<file path="src/rtl/clock_mode_ctrl.sv">
// Mode/sub-state controller for the clock, stopwatch and alarm display path.
// Turns one-cycle button pulses, the 1 Hz tick and alarm match into a display-select code.
module clock_mode_ctrl #(
  parameter int RING_SECS = 10
) (
  input  logic       clk,
  input  logic       rst_n,
  input  logic       btn_mode,
  input  logic       btn_sel,
  input  logic       btn_start,
  input  logic       tick_1hz,
  input  logic       alarm_hit,
  output logic [4:0] state,
  output logic       stw_en,
  output logic       stw_clr,
  output logic       lap_hold,
  output logic       aset_inc,
  output logic [1:0] aset_field,
  output logic       buzzer
);

  typedef enum logic [1:0] {
    MODE_CLOCK = 2'd0,
    MODE_STW   = 2'd1,
    MODE_ASET  = 2'd2
  } mode_t;

  localparam logic [1:0] STW_IDLE  = 2'b00;
  localparam logic [1:0] STW_RUN   = 2'b01;
  localparam logic [1:0] STW_PAUSE = 2'b11;
  localparam logic [1:0] STW_LAP   = 2'b10;
  localparam logic [5:0] RING_LIMIT = 6'(RING_SECS);

  mode_t      mode_reg, mode_next;
  logic [1:0] sub_reg, sub_next;
  logic [1:0] stw_sub_reg, stw_sub_next;
  logic       ringing_reg, ringing_next;
  logic [5:0] ring_cnt_reg, ring_cnt_next;
  logic       ring_vis_reg, ring_vis_next;
  logic       alarm_q_reg;

  logic       any_btn;
  logic       alarm_edge;
  logic       act;
  logic       stw_clr_next;
  logic       aset_inc_next;
  logic [1:0] disp_sub;
  logic [4:0] state_next;
  logic [1:0] aset_field_next;

  assign any_btn    = btn_mode | btn_sel | btn_start;
  assign alarm_edge = alarm_hit & ~alarm_q_reg;

  always_comb begin
    mode_next     = mode_reg;
    sub_next      = sub_reg;
    stw_sub_next  = stw_sub_reg;
    ringing_next  = ringing_reg;
    ring_cnt_next = ring_cnt_reg;
    ring_vis_next = ring_vis_reg;
    stw_clr_next  = 1'b0;
    aset_inc_next = 1'b0;
    act           = 1'b1;

    // A button pressed while ringing only dismisses the ring.
    if (ringing_reg) begin
      if (any_btn) begin
        ringing_next  = 1'b0;
        ring_vis_next = 1'b0;
        act           = 1'b0;
      end else if (tick_1hz) begin
        ring_cnt_next = ring_cnt_reg + 6'd1;
        ring_vis_next = ~ring_vis_reg;
        if (ring_cnt_next == RING_LIMIT) begin
          ringing_next  = 1'b0;
          ring_vis_next = 1'b0;
        end
      end
    end else if (alarm_edge) begin
      ringing_next  = 1'b1;
      ring_cnt_next = 6'd0;
      ring_vis_next = 1'b1;
    end

    if (act) begin
      if (btn_mode) begin
        sub_next = 2'b00;
        case (mode_reg)
          MODE_CLOCK: mode_next = MODE_STW;
          MODE_STW:   mode_next = MODE_ASET;
          default:    mode_next = MODE_CLOCK;
        endcase
      end else if (btn_sel) begin
        case (mode_reg)
          MODE_CLOCK: begin
            case (sub_reg)
              2'b00:   sub_next = 2'b01;
              2'b01:   sub_next = 2'b10;
              default: sub_next = 2'b00;
            endcase
          end
          MODE_STW: begin
            case (stw_sub_reg)
              STW_RUN:   stw_sub_next = STW_LAP;
              STW_LAP:   stw_sub_next = STW_RUN;
              STW_PAUSE: begin
                stw_sub_next = STW_IDLE;
                stw_clr_next = 1'b1;
              end
              default:   stw_sub_next = stw_sub_reg;
            endcase
          end
          default: begin
            case (sub_reg)
              2'b00:   sub_next = 2'b01;
              2'b01:   sub_next = 2'b11;
              2'b11:   sub_next = 2'b10;
              default: sub_next = 2'b00;
            endcase
          end
        endcase
      end else if (btn_start) begin
        if (mode_reg == MODE_STW) begin
          case (stw_sub_reg)
            STW_IDLE:  stw_sub_next = STW_RUN;
            STW_RUN:   stw_sub_next = STW_PAUSE;
            STW_PAUSE: stw_sub_next = STW_RUN;
            default:   stw_sub_next = stw_sub_reg;
          endcase
        end else if (mode_reg == MODE_ASET && sub_reg != 2'b00) begin
          aset_inc_next = 1'b1;
        end
      end
    end

    // The stopwatch keeps its own sub so it survives leaving and re-entering STW.
    disp_sub   = (mode_next == MODE_STW) ? stw_sub_next : sub_next;
    state_next = {mode_next == MODE_STW, mode_next == MODE_ASET, disp_sub,
                  ring_vis_next & (mode_next == MODE_CLOCK)};

    aset_field_next = 2'd0;
    if (mode_next == MODE_ASET) begin
      case (sub_next)
        2'b11:   aset_field_next = 2'd1;
        2'b10:   aset_field_next = 2'd2;
        default: aset_field_next = 2'd0;
      endcase
    end
  end

  always_ff @(posedge clk) begin
    if (!rst_n) begin
      mode_reg     <= MODE_CLOCK;
      sub_reg      <= 2'b00;
      stw_sub_reg  <= STW_IDLE;
      ringing_reg  <= 1'b0;
      ring_cnt_reg <= 6'd0;
      ring_vis_reg <= 1'b0;
      alarm_q_reg  <= 1'b1;
      state        <= 5'b00000;
      stw_en       <= 1'b0;
      stw_clr      <= 1'b0;
      lap_hold     <= 1'b0;
      aset_inc     <= 1'b0;
      aset_field   <= 2'd0;
      buzzer       <= 1'b0;
    end else begin
      mode_reg     <= mode_next;
      sub_reg      <= sub_next;
      stw_sub_reg  <= stw_sub_next;
      ringing_reg  <= ringing_next;
      ring_cnt_reg <= ring_cnt_next;
      ring_vis_reg <= ring_vis_next;
      alarm_q_reg  <= alarm_hit;
      state        <= state_next;
      stw_en       <= (stw_sub_next == STW_RUN) || (stw_sub_next == STW_LAP);
      stw_clr      <= stw_clr_next;
      lap_hold     <= (stw_sub_next == STW_LAP);
      aset_inc     <= aset_inc_next;
      aset_field   <= aset_field_next;
      buzzer       <= ringing_next;
    end
  end

endmodule

</file>
<file path="config.mk">
export PLATFORM = sky130hd
export DESIGN_NAME = clock_mode_ctrl
export DESIGN_NICKNAME = d
export VERILOG_FILES = /design/src/rtl/clock_mode_ctrl.sv
export SDC_FILE = /design/constraint.sdc
export NUM_CORES = 1
export LEC_CHECK = 0
export CORE_MARGIN = 2
export CORE_UTILIZATION = 47
export CTS_CLUSTER_SIZE = 14
export DETAILED_ROUTE_END_ITERATION = 6
export PLACE_DENSITY = 0.75
export SETUP_SLACK_MARGIN = 0.3
export SLEW_MARGIN = 20
export SYNTH_ARGS = -nofsm -noshare
export SYNTH_HDL_FRONTEND = slang
export SYNTH_SLANG_ARGS = --single-unit
</file>
<file path="constraint.sdc">
create_clock -name clk -period 1.5 [get_ports clk]
set_clock_uncertainty 0.15 [all_clocks]
set_input_delay 0.225 -clock clk [delete_from_list [all_inputs] [get_ports clk]]
set_output_delay 0.225 -clock clk [all_outputs]
set_load 0.05 [all_outputs]
</file>
* Word level (Yosys, flattened, before mapping)
Cells that the tools add are included.
** Word-level totals
- Register bits :: 26
- Input bits :: 7
- Logic and storage cells :: 91
** Cells by class
- Equal/unequal tests :: 16
- Reductions and logical operators :: 13
- Muxes and demuxes :: 37
- Bitwise gates (word level) :: 11
- Add/subtract/negate cells :: 1
** Operators by type and width (count)
- $mux 2 :: 12
- $mux 6 :: 4
- $pmux 2 s2 :: 5
- $eq 2x2->1 const B :: 8
- $mux 1 :: 14
- $pmux 2 s3 :: 2
- $eq 2x1->1 const B :: 5
- $logic_not 2->1 :: 4
- $not 1->1 :: 7
- $add 6x1->6 const B :: 1
- $eq 6x4->1 const B :: 1
- $reduce_or 6->1 :: 1
- $reduce_or 5->1 :: 1
- $ne 2x2->1 const B :: 2
- $reduce_bool 2->1 :: 2
- $reduce_and 3->1 :: 1
- $and 1x1->1 :: 2
- $or 1x1->1 :: 2
- $reduce_and 2->1 :: 1
- $reduce_or 2->1 :: 1
- $logic_and 1x1->1 :: 1
- $logic_or 1x1->1 :: 1

* Longest topological paths before layout
Gate-level depths: netlist of run 1.
- Depth in word-level cells :: 10
- Mapped depth :: 8

* Worst setup path after synthesis of run 1
OpenSTA, ideal clock, no wires.
- Path type :: flip-flop to flip-flop
- Start :: reg ringing_reg
- End :: reg stw_en
- Buffers on the path :: 0
- Stages on the path, launching flop included :: 6
- Data required time :: 1224 ps
- Arrival :: 1584 ps
- Setup time :: 126 ps
- Setup slack :: -360 ps
- Clock period less this slack :: 1860 ps
- Cell sequence :: dfxtp_1 nor4b_4 a31oi_1 o221a_2 ha_1 nor2_1
** Between the ends
- Word-level cells in the longest chain between the ends :: 4
- Elaborated cells between the ends (all ways) :: 5
- Classes of those cells :: 2 x eq/ne; 2 x mux; 1 x reduce/logical
** RTL lines
- start: declaration :: line 37 : logic ringing_reg, ringing_next;
- start signal: assignment :: line 171 : ringing_reg <= ringing_next;
- $mux 1 (*) :: line 66 : if (ringing_reg) begin
- $mux 2 (*) :: line 85 : if (act) begin
- named net stw_sub_next[1] :: line 36 : logic [1:0] stw_sub_reg, stw_sub_next;
- $eq 2x1->1 or $eq 2x2->1 (tied branches) :: line 176 : stw_en <= (stw_sub_next == STW_RUN) || (stw_sub_next == STW_LAP);
- $logic_or 1x1->1 (*) :: line 176
- end signal: assignment :: line 176
- end: declaration :: line 14 : output logic stw_en,
Mark *: on every way through the listed nets, which the timed path passes. The rest lies on a longest branch.
A chain may end at the register's enable or synchronous reset.

* Final worst setup path of run 1
- Start :: reg stw_sub_reg[0]
- End :: reg stw_en
** Between the ends
- Word-level cells in the longest chain between the ends :: 10
- Elaborated cells between the ends (all ways) :: 16
- Classes of those cells :: 5 x eq/ne; 8 x mux; 3 x reduce/logical
** RTL lines
- start: declaration :: line 36
- start signal: assignment :: line 170 : stw_sub_reg <= stw_sub_next;
- $eq 2x2->1 or $logic_not 2->1 (tied branches) :: line 103, 124
- $reduce_or 2->1 (no source line)
- $pmux 2 s2 :: line 124 : case (stw_sub_reg)
- $mux 2 :: line 123 : if (mode_reg == MODE_STW) begin
- $mux 2 :: line 122 : end else if (btn_start) begin
- $mux 2 (*) :: line 93 : end else if (btn_sel) begin
- $mux 2 (*) :: line 86 : if (btn_mode) begin
- $mux 2 (*) :: line 85
- named net stw_sub_next[1] :: line 36
- $eq 2x1->1 or $eq 2x2->1 (tied branches) :: line 176
- $logic_or 1x1->1 (*) :: line 176
Marks and branches as above.

==> run metrics, run 1 <==
max reg flops=6; Cells after Synth=146; Register Area=553 um2; highest metal layer with signal wires=met4; number of nets in the synthesized netlist=160; number of distinct library cells after synthesis=42; Seq cells post-synth=26; utilization of the core after routing=91.5%; number of synthesized flops with an enable pin=0; number of antenna violations at the first check in global routing=0; met2 WL post-DR=2360 um; antenna viol nets, final=0; post-placement setup slack=-0.649 ns; die span in x=56.2 um; Main synth FF type=sky130_fd_sc_hd__dfxtp_1; HPWL after detailed placement=2520 um; worst voltage drop across the vdd grid=0.000781 V; post-layout min period=1.77 ns; total die area=3160 um2; pin count of the biggest net entering global routing=15; final setup slack of the worst path=-0.266 ns; classification of the worst-slack hold path=input port to flip-flop; met1 wire length=1940 um; setup violation total in the final timing report=15; CTS tree=built; cell area after synthesis=1280 um2; Detailed Routing Iterations Pass 1=4; final cycle utilization of the critical path=118%; beginning of the critical path=stw_sub_reg[0]$_SDFF_PN0_; via/cell ratio=6.00; overall via count from detail_route=1403; fillcell total=100; tightest slew margin relative to the limit=74.9%; run status=complete, but fails checks; cell with the most instances after synthesis=sky130_fd_sc_hd__dfxtp_1; drt first-iter violations=77; met3 wire len=343 um; count of input and output buffers=18; number of hold-repair buffers added at the cts stage=0; Multi-input gate area=986 um2; vias in the first global route=1365; violations in the final reports=setup timing; TritonCTS Buffers=3; clock insertion delay at the later pin of the skew report=0.34 ns; RSZ-0062 raised after global routing=true; kind of capture point of the worst setup path=flip-flop; fmax=0.566 GHz; slack of the worst reg-to-reg path=-0.27 ns; count of standard-cell rows=18; overall die height=56.2 um; Tightest Pin Transition=0.376 ns; routability congestion estimate from global placement=0.802; sum of routed wire length over all layers=4770 um; maximum net fanout on the critical path=3; worst hold start=btn_start; max-slew violation count=0; critical path class=flip-flop to flip-flop; Total Nets Final=219; arrival time reported for the critical path endpoint=1.90 ns; Leakage Power=0.000915 uW; async set-reset flop share out of synthesis=0%; Reg2Reg Launch Point=stw_sub_reg[0]$_SDFF_PN0_; average routed wire per standard cell=20.4 um; leading post-synthesis cells by cell area=sky130_fd_sc_hd__dfxtp_1 (41%), sky130_fd_sc_hd__ha_1 (6.8%), sky130_fd_sc_hd__nor2_1 (5.6%); proportion of netlist area held by the largest area contributor=40.6%; biggest area consumer among synthesized cells=sky130_fd_sc_hd__dfxtp_1; Setup crit start kind=flip-flop; global-route wire length before repair=6470 um; cell area reported after detailed placement=1860 um2; remaining design rule violation count=0; global route total overflow=0; area of all placed cells without fillers=2310 um2; # H-tree levels=1; number of warnings printed during yosys synthesis=0; fraction of final layout cells sized beyond drive strength 1=60.3%; required arrival time at the worst endpoint=1.63 ns; buffer cell driving the clock tree root=sky130_fd_sc_hd__clkbuf_4; power per cell area=678 nW/um2; number of violations of the max-capacitance limit=0; Final Hold Viols=0; Worst-path clk slew=0.14 ns; area of the core=2520 um2; area added between synthesis and finish=80.2%; overall power consumption=1560 uW; effective utilization at floorplan=50.8%; clock tree sinks=26; mean instance size in the synthesized netlist=8.78 um2; post-synthesis sequential area ratio=40.6%; number of antenna diodes=0; commonest cells in the synthesized netlist=sky130_fd_sc_hd__dfxtp_1 (26), sky130_fd_sc_hd__nor2_1 (19), sky130_fd_sc_hd__nand3_1 (10); number of placed I/O pins=19; maximum number of buffers from clock root to sink=2; aggregate global-route resource usage=26.3%
-- placed cells by master, fill, tap and decap left out, types with 4 or more instances in the layout --
master	count
sky130_fd_sc_hd__nand3_1	5
sky130_fd_sc_hd__buf_12	13
sky130_fd_sc_hd__nor2_1	12
sky130_fd_sc_hd__a21oi_1	5
sky130_fd_sc_hd__nand2b_1	4
sky130_fd_sc_hd__dfxtp_2	14
sky130_fd_sc_hd__inv_1	7
sky130_fd_sc_hd__buf_4	31
sky130_fd_sc_hd__dfxtp_1	8
sky130_fd_sc_hd__buf_6	11
sky130_fd_sc_hd__nor2_4	5
sky130_fd_sc_hd__dfxtp_4	4
sky130_fd_sc_hd__ha_1	5
sky130_fd_sc_hd__nand2_1	8
-- path summary, 6_finish.rpt --
path	end	cells after the start
max	stw_en$_SDFF_PN0_	6
max reg2reg	stw_en$_SDFF_PN0_	6
min	aset_inc$_SDFF_PP0_	3
min reg2reg	ring_cnt_reg[5]$_SDFFE_PN0P_	2
-- routing by layer --
layer / GRT usage, % / vias to the layer above
li1: - / 631
met1: 30.9 / 686
met2: 44.9 / 72
met3: 6.74 / 14
met4: 11.2 / 0
met5: 0 / -
-- through the flow --
stage               TNS, ns  hold slack [ns]  instances
CTS                  -0.839            0.331        226
floorplan            -0.625            0.176        146
global route          -2.01            0.146        234
global placement      -7.89            0.331        214
finish                -1.23            0.149        234
detailed placement    -9.61            0.336        214
-- power by group --
group / internal, uW / switching (uW) / total, uW
Combinational: 220 / 237 / 458
Sequential: 714 / 23.7 / 738
Clock: 149 / 220 / 369
Total: 1080 / 481 / 1560
-- critical path, stage by stage (launching register included) --
cell	delay [ns]
sky130_fd_sc_hd__dfxtp_1	0.37
sky130_fd_sc_hd__inv_1	0.07
sky130_fd_sc_hd__ha_1	0.31
sky130_fd_sc_hd__a31oi_1	0.18
sky130_fd_sc_hd__o221a_2	0.30
sky130_fd_sc_hd__ha_4	0.22
sky130_fd_sc_hd__nor2_2	0.10
-- what timing repair did --
item                                    CTS  global route
buffers inserted                          8             8
gates resized for setup                  32            44
endpoints found under the setup margin   37            37
pin swaps                                12            18
gates cloned                              0             0
-- area by class of cell --
class                           instances  share of cell area, %
Sequential cell                        26                   24.0
Tap cell                               30                   1.63
Timing Repair Buffer                   61                   29.0
Inverter                                7                   1.14
Multi-Input combinational cell        106                   42.7
Clock buffer                            4                   1.57
-- cell families (layout without fill, tap and decap cells) --
family          Yosys count  count (layout)  synth area share (%)
simple gates             62              62                  26.3
buf+inv                  14              72                  4.69
xor+xnor                  6               6                  4.10
fa+ha+maj                 7               7                  6.84
compound gates           31              31                  17.5
flops                    26              26                  40.6
(Power assumes the default switching activity.)
==> inputs of run 2 (changes only) <==
- CORE_UTILIZATION: 47 -> 45
- PLACE_DENSITY: 0.75 -> 0.69
- clock period: 1.5 -> 1.9 ns (I/O delays scaled with it)
==> run 2 against run 1 <==
Compared with the run above: the run now ends clean; sequential share of layout area is 6.0 points higher; global-route usage down 6.8 points; setup slack gained 0.49 ns; die area up 4.1%; first-iteration DRC count shrank 66%.
==> run metrics, run 2 (same netlist as run 1, synthesis figures left out) <==
required arrival time at the worst endpoint=1.99 ns; commonest cells after routing, fill and taps aside=sky130_fd_sc_hd__buf_4 (33), sky130_fd_sc_hd__dfxtp_1 (18), sky130_fd_sc_hd__nor2_1 (17); setup TNS=0 ns; fraction of final layout cells sized beyond drive strength 1=38.2%; maximum net fanout on the critical path=6; sum of routed wire length over all layers=3070 um; RSZ-0062 raised after global routing=true; pin count of the biggest net entering global routing=16; final cell count without fillers=222; Tightest Pin Transition=0.321 ns; aggregate global-route resource usage=19.5%; cell type of the slowest stage on the worst timing path=sky130_fd_sc_hd__dfxtp_4; remaining design rule violation count=0; most common cell after layout, fill and taps aside=sky130_fd_sc_hd__buf_4; kind of capture point of the worst setup path=flip-flop; average routed wire per standard cell=13.8 um; critical path class=flip-flop to flip-flop; Total Nets Final=206; clock tree sinks=26; count of standard-cell rows=19; number of violations of the max-capacitance limit=0; overall via count from detail_route=1182; Largest stage delay, worst path=0.38 ns; cell chain of the critical path=nor4b_4, buf_4, a31oi_1, o221a_2, ha_4, nor2_2; cell family with the largest share of critical-path delay=flip-flops; TritonCTS Buffers=3; area of all placed cells without fillers=1810 um2; die span in x=57.4 um; Detailed Routing Iterations Pass 1=4; global-route wire length before repair=5060 um; area added between synthesis and finish=41.6%; arrival time reported for the critical path endpoint=1.77 ns; total die area=3290 um2; hold_ws=0.383 ns; post-placement setup slack=-0.252 ns; Setup crit start kind=flip-flop; global route total overflow=0; effective utilization at floorplan=46.9%; final cycle utilization of the critical path=88.2%; fillcell total=220; Final Hold Viols=0; Leakage Power=0.000759 uW; count of input and output buffers=18; Worst-path clk slew=0.15 ns; clock insertion delay at the later pin of the skew report=0.32 ns; Placed Instances=210; routability congestion estimate from global placement=0.816; area of the core=2730 um2; cell area reported after detailed placement=1630 um2; run status=complete, no violations; CTS tree=built; number of placed I/O pins=19; vias in the first global route=1183; antenna viol nets, final=0; HPWL after detailed placement=2060 um; overall die height=57.4 um; worst voltage drop across the vdd grid=0.000399 V; max-slew violation count=0; drt first-iter violations=26; max reg flops=6; setup violation total in the final timing report=0; tightest slew margin relative to the limit=78.5%; fmax=0.597 GHz; number of antenna diodes=0; # H-tree levels=1; Bufs and invs on worst path=1; number of antenna violations at the first check in global routing=0; final setup slack of the worst path=0.225 ns; classification of the worst-slack hold path=flip-flop to flip-flop; post-layout min period=1.68 ns; maximum number of buffers from clock root to sink=2; buffer cell driving the clock tree root=sky130_fd_sc_hd__clkbuf_4; via/cell ratio=5.32; power per cell area=625 nW/um2
## run 2: per-layer routing
layer / track usage (%) / share of wire [%] / wire, um
met1: 22.2 / 42 / 1290
met2: 36.2 / 54 / 1650
met3: 2.72 / 2.8 / 86
met4: 7.64 / 1.4 / 44
met5: 0 / 0 / 0
## run 2: report_power, final
group / internal, uW / total, uW / switching (uW)
sequential: 560 / 572 / 11.6
clock: 161 / 326 / 165
combinational: 98.4 / 236 / 137
total: 820 / 1130 / 314
## run 2: worst register-to-register path, delay by kind of cell (launching register included)
kind                     cells  cell delay, ns
AO/OA/AOI/OAI                2            0.37
adder cells (fa/ha/maj)      1            0.27
buffers and inverters        1            0.18
flip-flops                   1            0.38
AND/OR/NAND/NOR              2            0.26
## run 2: worst paths after layout
kind                                start                            to  cells after the start  slack, ns
max                ringing_reg$_SDFF_PN0_             stw_en$_SDFF_PN0_                      6       0.22
min          ring_cnt_reg[5]$_SDFFE_PN0P_  ring_cnt_reg[5]$_SDFFE_PN0P_                      2       0.38
max reg2reg        ringing_reg$_SDFF_PN0_             stw_en$_SDFF_PN0_                      6       0.22
min reg2reg  ring_cnt_reg[5]$_SDFFE_PN0P_  ring_cnt_reg[5]$_SDFFE_PN0P_                      2       0.38
## run 2: per-stage QoR
step | total power (uW) | util (%)
2_1_floorplan | 726 | -
3_3_place_gp | 808 | 59.5
3_5_place_dp | 813 | 59.5
4_1_cts | 1150 | 64.5
5_1_grt | 1190 | 66.4
6_report | 1130 | 66.4
## run 2: timing repair
action                     4_1_cts  5_1_grt
hold endpoints to repair         0        0
resized for setup               35       22
pin swaps                        9       10
setup endpoints to repair       21       21
hold buffers                     0        0
buffers inserted                 4        4
## run 2: cell type report
type	count	area (um2)	area share, %
Clock buffer	4	47.5	2.62
Inverter	7	26.3	1.45
Multi-Input combinational cell	106	796	43.9
Sequential cell	26	543	29.9
Tap cell	31	38.8	2.14
Timing Repair Buffer	48	363	20.0
==> inputs of run 3 (changes only) <==
- CELL_PAD_IN_SITES_DETAIL_PLACEMENT: default -> 0
- CELL_PAD_IN_SITES_GLOBAL_PLACEMENT: default -> 1
- CORE_UTILIZATION: 45 -> 39
- PLACE_DENSITY: 0.69 -> 0.77
- REMOVE_ABC_BUFFERS: default -> 1
==> run 3 against run 2 <==
Compared with the run above: sequential cell count stayed put; sequential power is 1% higher; critical path depth stayed put; largest cell class unchanged; clock-buffer cell count is 1 lower; combinational power hardly changed.
==> run metrics, run 3 (same netlist as run 1, synthesis figures left out) <==
worst voltage drop across the vdd grid=0.000324 V; # H-tree levels=1; cell family with the largest share of critical-path delay=compound AO/OA/AOI/OAI gates; remaining design rule violation count=0; clock tree sinks=26; Leakage Power=0.000746 uW; max reg flops=6; pin count of the biggest net entering global routing=16; GR met3 Demand/Resource=3.15%; critical path class=flip-flop to flip-flop; Detailed Routing Iterations Pass 1=4; via/cell ratio=4.88; arrival time reported for the critical path endpoint=1.80 ns; kind of capture point of the worst setup path=flip-flop; most common cell after layout, fill and taps aside=sky130_fd_sc_hd__buf_4; cell type of the slowest stage on the worst timing path=sky130_fd_sc_hd__nor4b_4; Largest stage delay, worst path=0.39 ns; cell area reported after detailed placement=1650 um2; fmax=0.580 GHz; count of input and output buffers=18; run status=complete, no violations; worst hold path cell count=1; setup violation total in the final timing report=0; buffer cell driving the clock tree root=sky130_fd_sc_hd__clkbuf_4; number of antenna violations at the first check in global routing=0; effective utilization at floorplan=41.6%; global routing's busiest layer=met2; count of standard-cell rows=20; total die area=3760 um2; number of cells traversed by the worst register-to-register path=6; global-route wire length before repair=4780 um; fraction of final layout cells sized beyond drive strength 1=37.4%; area added between synthesis and finish=41.5%; Worst-path clk slew=0.15 ns; power per cell area=664 nW/um2; classification of the worst-slack hold path=flip-flop to flip-flop; GRT met1 Usage=24.6%; CTS tree=built; overall die height=61.3 um; RSZ-0062 raised after global routing=true; utilization of the core after routing=58.9%; final cycle utilization of the critical path=90.8%; max-slew violation count=0; number of violations of the max-capacitance limit=0; vias in the first global route=1070; commonest cells after routing, fill and taps aside=sky130_fd_sc_hd__buf_4 (28), sky130_fd_sc_hd__dfxtp_1 (18), sky130_fd_sc_hd__nor2_1 (17); Total Nets Final=202; post-layout min period=1.72 ns; met2 capacity usage during global routing=25.2%; HPWL after detailed placement=2060 um; TritonCTS Buffers=3; area of the core=3080 um2; Bufs and invs on worst path=1; Setup crit start kind=flip-flop; overall via count from detail_route=1128; sum of routed wire length over all layers=3000 um; average routed wire per standard cell=13.0 um; Tightest Pin Transition=0.347 ns; tightest slew margin relative to the limit=76.8%; required arrival time at the worst endpoint=1.97 ns; routability congestion estimate from global placement=0.795; drt first-iter violations=36; number of antenna diodes=0; global route total overflow=0; die span in x=61.3 um; cell chain of the critical path=nor4b_4, a31oi_1, o221a_2, buf_4, o21ai_1, a21oi_1; number of placed I/O pins=19; Final Hold Viols=0; aggregate global-route resource usage=17.0%; Crit. path cell count=6; maximum number of buffers from clock root to sink=2; maximum net fanout on the critical path=5; area of all placed cells without fillers=1810 um2; antenna viol nets, final=0; clock insertion delay at the later pin of the skew report=0.32 ns
[run 3: cell type report]
cell class / count / area [um2]
multi-input cells: 106 / 792
clock buffers: 3 / 22.5
repair buffers: 44 / 352
flip-flops and latches: 26 / 536
inverters: 7 / 26.3
clock inverters: 1 / 30.0
well taps: 44 / 55.1
fillers: 278 / 1260
[run 3: metal layers]
layer,wire length (um),vias to the layer above
met5,0,-
met1,1560,517
met3,80,2
li1,-,595
met4,19,0
met2,1340,14
[run 3: final timing paths]
path                                       end  slack, ns                          from
setup / recovery           state[2]$_SDFF_PN0_       0.18        ringing_reg$_SDFF_PN0_
hold / removal    ring_cnt_reg[2]$_SDFFE_PN0P_       0.36  ring_cnt_reg[2]$_SDFFE_PN0P_
setup reg to reg           state[2]$_SDFF_PN0_       0.18        ringing_reg$_SDFF_PN0_
hold reg to reg   ring_cnt_reg[2]$_SDFFE_PN0P_       0.36  ring_cnt_reg[2]$_SDFFE_PN0P_
[run 3: repair_timing]
action,CTS,global route
setup endpoints to repair,26,21
hold buffers,0,0
gates resized for setup,33,24
setup buffers,3,2
pin swaps,5,7
[run 3: power by group]
part	internal [uW]	leakage [uW]	switching (uW)
Clock	213	0.0000279	174
Combinational	102	0.000502	137
Sequential	565	0.000216	13.6
Total	880	0.000746	324
[run 3: worst reg2reg max path: stages (launching register included)]
cell and delay [ns]:
sky130_fd_sc_hd__dfxtp_2 0.36, sky130_fd_sc_hd__nor4b_4 0.39, sky130_fd_sc_hd__a31oi_1 0.13, sky130_fd_sc_hd__o221a_2 0.28, sky130_fd_sc_hd__buf_4 0.14, sky130_fd_sc_hd__o21ai_1 0.12, sky130_fd_sc_hd__a21oi_1 0.05
[run 3: through the flow]
stage | power [uW] | hold WS, ns | TNS, ns | std cells | setup slack [ns]
final | 1200 | 0.356 | 0 | 231 | 0.176
after floorplan | 718 | 0.208 | -0.0867 | 139 | -0.0480
after detailed placement | 816 | 0.338 | -2.32 | 222 | -0.245
after global placement | 815 | 0.321 | -1.51 | 222 | -0.222
after global routing | 1260 | 0.373 | 0 | 231 | 0.0717
after CTS | 1200 | 0.358 | 0 | 229 | 0.193
